`src/rtl/alu_arbiter.sv`:
```
`default_nettype none
// ============================================================================
// Module   : alu_arbiter
// Purpose  : Two-requester round-robin arbiter/sequencer driving a shared
//            8-bit combinational ALU; tagged response channel with backpressure.
// Option   : ALU_ARB_ILLEGAL_OP_EN - selects 4'hC..4'hF return 0/0 with RSP_ERR=1
// Revision : 1.0 - initial release
// ============================================================================
module alu_arbiter (
  input  logic       CLK,
  input  logic       RESET,
  input  logic       REQ0_VALID,
  output logic       REQ0_READY,
  input  logic [3:0] REQ0_SEL,
  input  logic [7:0] REQ0_A,
  input  logic [7:0] REQ0_B,
  input  logic       REQ1_VALID,
  output logic       REQ1_READY,
  input  logic [3:0] REQ1_SEL,
  input  logic [7:0] REQ1_A,
  input  logic [7:0] REQ1_B,
  output logic       RSP_VALID,
  input  logic       RSP_READY,
  output logic       RSP_ID,
  output logic [7:0] RSP_OUT,
  output logic [3:0] RSP_FLAG,
  output logic       RSP_ERR,
  output logic [7:0] ALU_A,
  output logic [7:0] ALU_B,
  output logic [3:0] ALU_SEL,
  input  logic [7:0] ALU_OUT,
  input  logic [3:0] ALU_FLAG,
  output logic       BUSY,
  output logic [7:0] OPS_DONE
);

  typedef enum logic [1:0] {
    IDLE = 2'd0,
    EXEC = 2'd1,
    RESP = 2'd2
  } state_t;

  state_t state;
  logic   last;
  logic   grant0;
  logic   grant1;
  logic   illegal_sel;

  // LAST breaks ties only; a lone requester always wins.
  always_comb begin
    grant0 = 1'b0;
    grant1 = 1'b0;
    if (state == IDLE && !RESET) begin
      if (REQ0_VALID && (!REQ1_VALID || last)) begin
        grant0 = 1'b1;
      end else if (REQ1_VALID) begin
        grant1 = 1'b1;
      end
    end
  end

  assign REQ0_READY = grant0;
  assign REQ1_READY = grant1;
  assign BUSY       = (state != IDLE);

`ifdef ALU_ARB_ILLEGAL_OP_EN
  assign illegal_sel = (ALU_SEL[3:2] == 2'b11);
`else
  assign illegal_sel = 1'b0;
`endif

  always_ff @(posedge CLK) begin
    if (RESET) begin
      state     <= IDLE;
      last      <= 1'b1;
      ALU_A     <= 8'h00;
      ALU_B     <= 8'h00;
      ALU_SEL   <= 4'h0;
      RSP_VALID <= 1'b0;
      RSP_ID    <= 1'b0;
      RSP_OUT   <= 8'h00;
      RSP_FLAG  <= 4'h0;
      RSP_ERR   <= 1'b0;
      OPS_DONE  <= 8'h00;
    end else begin
      case (state)
        IDLE: begin
          if (grant0 || grant1) begin
            ALU_SEL <= grant1 ? REQ1_SEL : REQ0_SEL;
            ALU_A   <= grant1 ? REQ1_A   : REQ0_A;
            ALU_B   <= grant1 ? REQ1_B   : REQ0_B;
            RSP_ID  <= grant1;
            last    <= grant1;
            state   <= EXEC;
          end
        end
        EXEC: begin
          // ALU inputs have been stable for a full cycle; sample its outputs.
          RSP_OUT   <= illegal_sel ? 8'h00 : ALU_OUT;
          RSP_FLAG  <= illegal_sel ? 4'h0  : ALU_FLAG;
          RSP_ERR   <= illegal_sel;
          RSP_VALID <= 1'b1;
          state     <= RESP;
        end
        RESP: begin
          if (RSP_READY) begin
            RSP_VALID <= 1'b0;
            OPS_DONE  <= OPS_DONE + 8'd1;
            state     <= IDLE;
          end
        end
        default: state <= IDLE;
      endcase
    end
  end

endmodule
`default_nettype wire
```
`config.mk`:
```
export PLATFORM = sky130hd
export DESIGN_NAME = alu_arbiter
export DESIGN_NICKNAME = d
export VERILOG_FILES = /design/src/rtl/alu_arbiter.sv
export SDC_FILE = /design/constraint.sdc
export NUM_CORES = 1
export LEC_CHECK = 0
export ABC_AREA = 1
export BUFFER_PORTS_ARGS = -buffer_cell sky130_fd_sc_hd__buf_2
export CAP_MARGIN = 5
export CORE_ASPECT_RATIO = 2
export CORE_MARGIN = 2
export CORE_UTILIZATION = 50
export CTS_BUF_LIST = sky130_fd_sc_hd__clkbuf_8
export CTS_CLUSTER_DIAMETER = 80
export DETAILED_ROUTE_END_ITERATION = 16
export GPL_TIMING_DRIVEN = 0
export PLACE_DENSITY = 0.87
export SYNTH_ARGS = -nofsm -noshare
export SYNTH_HDL_FRONTEND = slang
export SYNTH_SLANG_ARGS = --single-unit
```
`constraint.sdc`:
```
create_clock -name CLK -period 1.88 [get_ports CLK]
set_input_delay 0.376 -clock CLK [delete_from_list [all_inputs] [get_ports CLK]]
set_output_delay 0.376 -clock CLK [all_outputs]
set_load 0.05 [all_outputs]
```
==> results.yml <==
pwr:
  clockPowerShare_pct: 23.4
  vdd_drop_max_mv: 0.634
  p_leak_uw: 0.00155
  internal_power_uw: 1570
  sw_frac_of_total_pct: 36.6
  power_frac_seq_pct: 44.0
  power.density_mw_per_mm2: 881
  switching_power_uw: 903
  p_comb_share_pct: 32.7
grt:
  grt_pass1_vias: 2155
  grt_max_degree: 13
  grt_pass1_wl_um: 8710
  grt_overflow: 0
  antenna_found_initial: 0
  track_usage_pct: 22.6
critical_path:
  r2r_cells: 5
  cp.arrival_ps: 1390
  cp.required_ps: 1500
  crit_type: "reg -> out"
  cp-start-kind: "flip-flop"
  reg2reg_slack_ps: 540
  r2r_start: "state[1]$_SDFFE_PP0P_"
  cp_max_fo: 10
  regToRegEndpoint: "OPS_DONE[6]$_SDFFE_PP0P_"
  end_kind: "output pin"
floorplanning:
  initial_utilization_pct: 52.1
  die_width_um: 50.1
  dieArea_mm2: 0.00483
  num_rows: 33
  core_area_mm2: 0.00409
  die_y_um: 96.3
  ios: 103
yosys:
  synth_edf_count: 0
  ys_seq_area_share_pct: 42.3
  syn_area_per_cell_um2: 6.82
  synth-main-ff-cell: "dfxtp_1"
  synth_fp_nets: 370
  synthCells: 312
  async_flop_share_pct: 0
  ys_ff_latch: 45
  syn-cell-area_mm2: 0.00213
  synth_cell_type_count: 27
  yosysWarnings: 0
cts:
  cts_made_buffers: 5
  post_cts_buffers: 0
  clkTransAtPathRegs_ps: 80
  clock_path_buffers: 2
  cts_tree: "yes"
  clk_latency_ps: 280
  root_buffer: "clkbuf_8"
  htreeDepth: 2
  clock-sinks: 45
detailed_routing:
  vias: 2269
  drt-vias-per-instance: 4.81
  postRouteAntennaNets: 0
  drt_iter0_drc: 34
  dr.pass1.iters: 4
  wire_per_inst_um: 10.9
  drt-total-wl_um: 5140
  drc: 0
timing:
  hold_viol_final: 0
  finalSetupViolCount: 0
  max_freq_ghz: 0.566
  totalNegativeSetupSlack_ps: 0
  grt_setup_unrepaired: "no"
  fin_ws_ps: 114
  slew_violations: 0
  hold_ws_ps: 315
  fin_skew_ps: 5.25
  finalWorstPathRequiredPeriod_ps: 1770
  min_period_over_period_pct: 93.9
place:
  dp_cells: 465
  dp_slack_ps: 115
  hpwl_um: 4070
  port-buffer-count: 101
  gp_congestion: 0.870
finish:
  diodes: 0
  stdcell_count: 472
  nFillCells: 401
  layout-drive-gt1-share_pct: 32.1
  area_growth_pct: 31.6
  nets: 478
worst_hold_path:
  hp-start: "ALU_OUT[2]"
  whs_path_depth: 3
  holdPathEnd: "RSP_OUT[2]$_SDFFE_PP0P_"
  hold_path.class: "in -> reg"
job:
  cap_violations: 0
run_status:
  status: "finished clean"
[worst max-delay path, stage by stage (launching register included)]
cell and delay (ps):
dfxtp_1 350, inv_2 80, nand3_2 80, inv_4 90
nand2_4 70, buf_4 180, inv_1 90, buf_6 160
[layout make-up]
cell class | instances | area (um^2) | share of cell area (%)
multi-input cells | 228 | 1060 | 37.7
flip-flops and latches | 45 | 901 | 32.2
repair buffers | 101 | 514 | 18.4
plain buffers | 19 | 100 | 3.57
clock buffers | 6 | 82.6 | 2.95
inverters | 20 | 77.6 | 2.77
well taps | 52 | 65.1 | 2.32
clock inverters | 1 | 3.75 | 0.134
[what timing repair did]
item | CTS | global route
gates resized for setup | 2 | 4
cloned | 0 | 0
endpoints found under the setup margin | 2 | 2
hold buffers | 0 | 0
[cell families (layout without fill, tap and decap cells)]
family | Yosys count | in the layout | synth area share, %
compound gates | 24 | 24 | 6.11
buf+inv | 39 | 147 | 8.23
other cells | 1 | 1 | 0.176
xor+xnor | 1 | 1 | 0.412
flops | 45 | 45 | 42.3
fa+ha+maj | 1 | 1 | 0.588
simple gates | 201 | 201 | 42.2
[power by group through the flow]
stage               registers (uW)  logic, uW  clock network [uW]
global route                  1100        880                 631
detailed placement            1110        803                   0
global placement              1100        791                   0
CTS                           1080        807                 594
finish                        1080        806                 577
floorplan                     1390        311                   0
[Yosys cell counts (2+ instances only)]
library cell / instances / area, um^2
inv_1: 15 / 56.3
buf_2: 11 / 55.1
nand3_2: 2 / 20.0
o21ai_0: 14 / 70.1
a21oi_1: 5 / 25.0
buf_4: 4 / 30.0
nand3b_1: 21 / 158
nor2_1: 76 / 285
clkbuf_1: 3 / 11.3
dfxtp_1: 45 / 901
nand3_1: 25 / 125
inv_2: 5 / 18.8
nand2_1: 72 / 270
[routing by layer]
| layer | global-route usage (%) | vias to the layer above | share of wire [%] |
|---|---|---|---|
| li1 | - | 1193 | - |
| met4 | 11.1 | 0 | 1.7 |
| met2 | 43.2 | 76 | 55 |
| met5 | 0 | - | 0 |
| met3 | 3.11 | 6 | 5.5 |
| met1 | 23.2 | 994 | 38 |
[layout by cell type, fill, tap and decap left out]
| cell | netlist | final |
|---|---|---|
| buf_6 | 0 | 1 |
| a31oi_1 | 1 | 1 |
| buf_1 | 1 | 1 |
| a21oi_1 | 5 | 5 |
| dfxtp_1 | 45 | 45 |
| nand2_4 | 1 | 1 |
| nor2_1 | 76 | 76 |
| inv_1 | 15 | 15 |
| a21boi_2 | 0 | 1 |
| ha_1 | 1 | 1 |
| nand4_1 | 1 | 1 |
| clkbuf_1 | 3 | 3 |
| buf_4 | 4 | 5 |
| o21a_1 | 1 | 1 |
| clkbuf_8 | 0 | 6 |
| inv_2 | 5 | 5 |
| o21ai_0 | 14 | 14 |
| buf_2 | 11 | 110 |
| nor3_1 | 1 | 1 |
| inv_4 | 0 | 1 |
| nand3b_1 | 21 | 21 |
| xor2_1 | 1 | 1 |
| conb_1 | 1 | 1 |
| nor3_2 | 1 | 1 |
| nand3_1 | 25 | 25 |
| a21oi_2 | 1 | 1 |
| nand3_2 | 2 | 2 |
| nand2_2 | 1 | 1 |
| nand2_1 | 72 | 72 |
| o21ai_1 | 1 | 1 |
[sequential cells by signal (all words and copies together), names as in the netlist]
signal     cells
ALU_A          8
ALU_B          8
ALU_SEL        4
OPS_DONE       8
RSP_FLAG       4
RSP_ID         1
RSP_OUT        8
RSP_VALID      1
last           1
state          2
[how the worst max path moves through the flow]
| stage | from | endpoint | slack (ps) | cells after the start |
|---|---|---|---|---|
| final | state[1]$_SDFFE_PP0P_ | REQ1_READY | 110 | 7 |
| after CTS | state[1]$_SDFFE_PP0P_ | REQ1_READY | 40 | 7 |
| after detailed placement | RESET | REQ1_READY | 110 | 8 |
| after floorplan | OPS_DONE[0]$_SDFFE_PP0P_ | OPS_DONE[4]$_SDFFE_PP0P_ | 320 | 6 |
| after global routing | state[1]$_SDFFE_PP0P_ | REQ1_READY | 2 | 7 |
| after global placement | RESET | REQ0_READY | 140 | 8 |
[metrics by stage]
step	area [um^2]	util, %	power, uW
3_3_place_gp	2700	66.0	1890
5_1_grt	2800	68.5	2610
6_report	2800	68.5	2470
4_1_cts	2790	68.3	2480
2_1_floorplan	2130	-	1700
3_5_place_dp	2700	66.0	1910
Power figures use the tool's default switching activity.
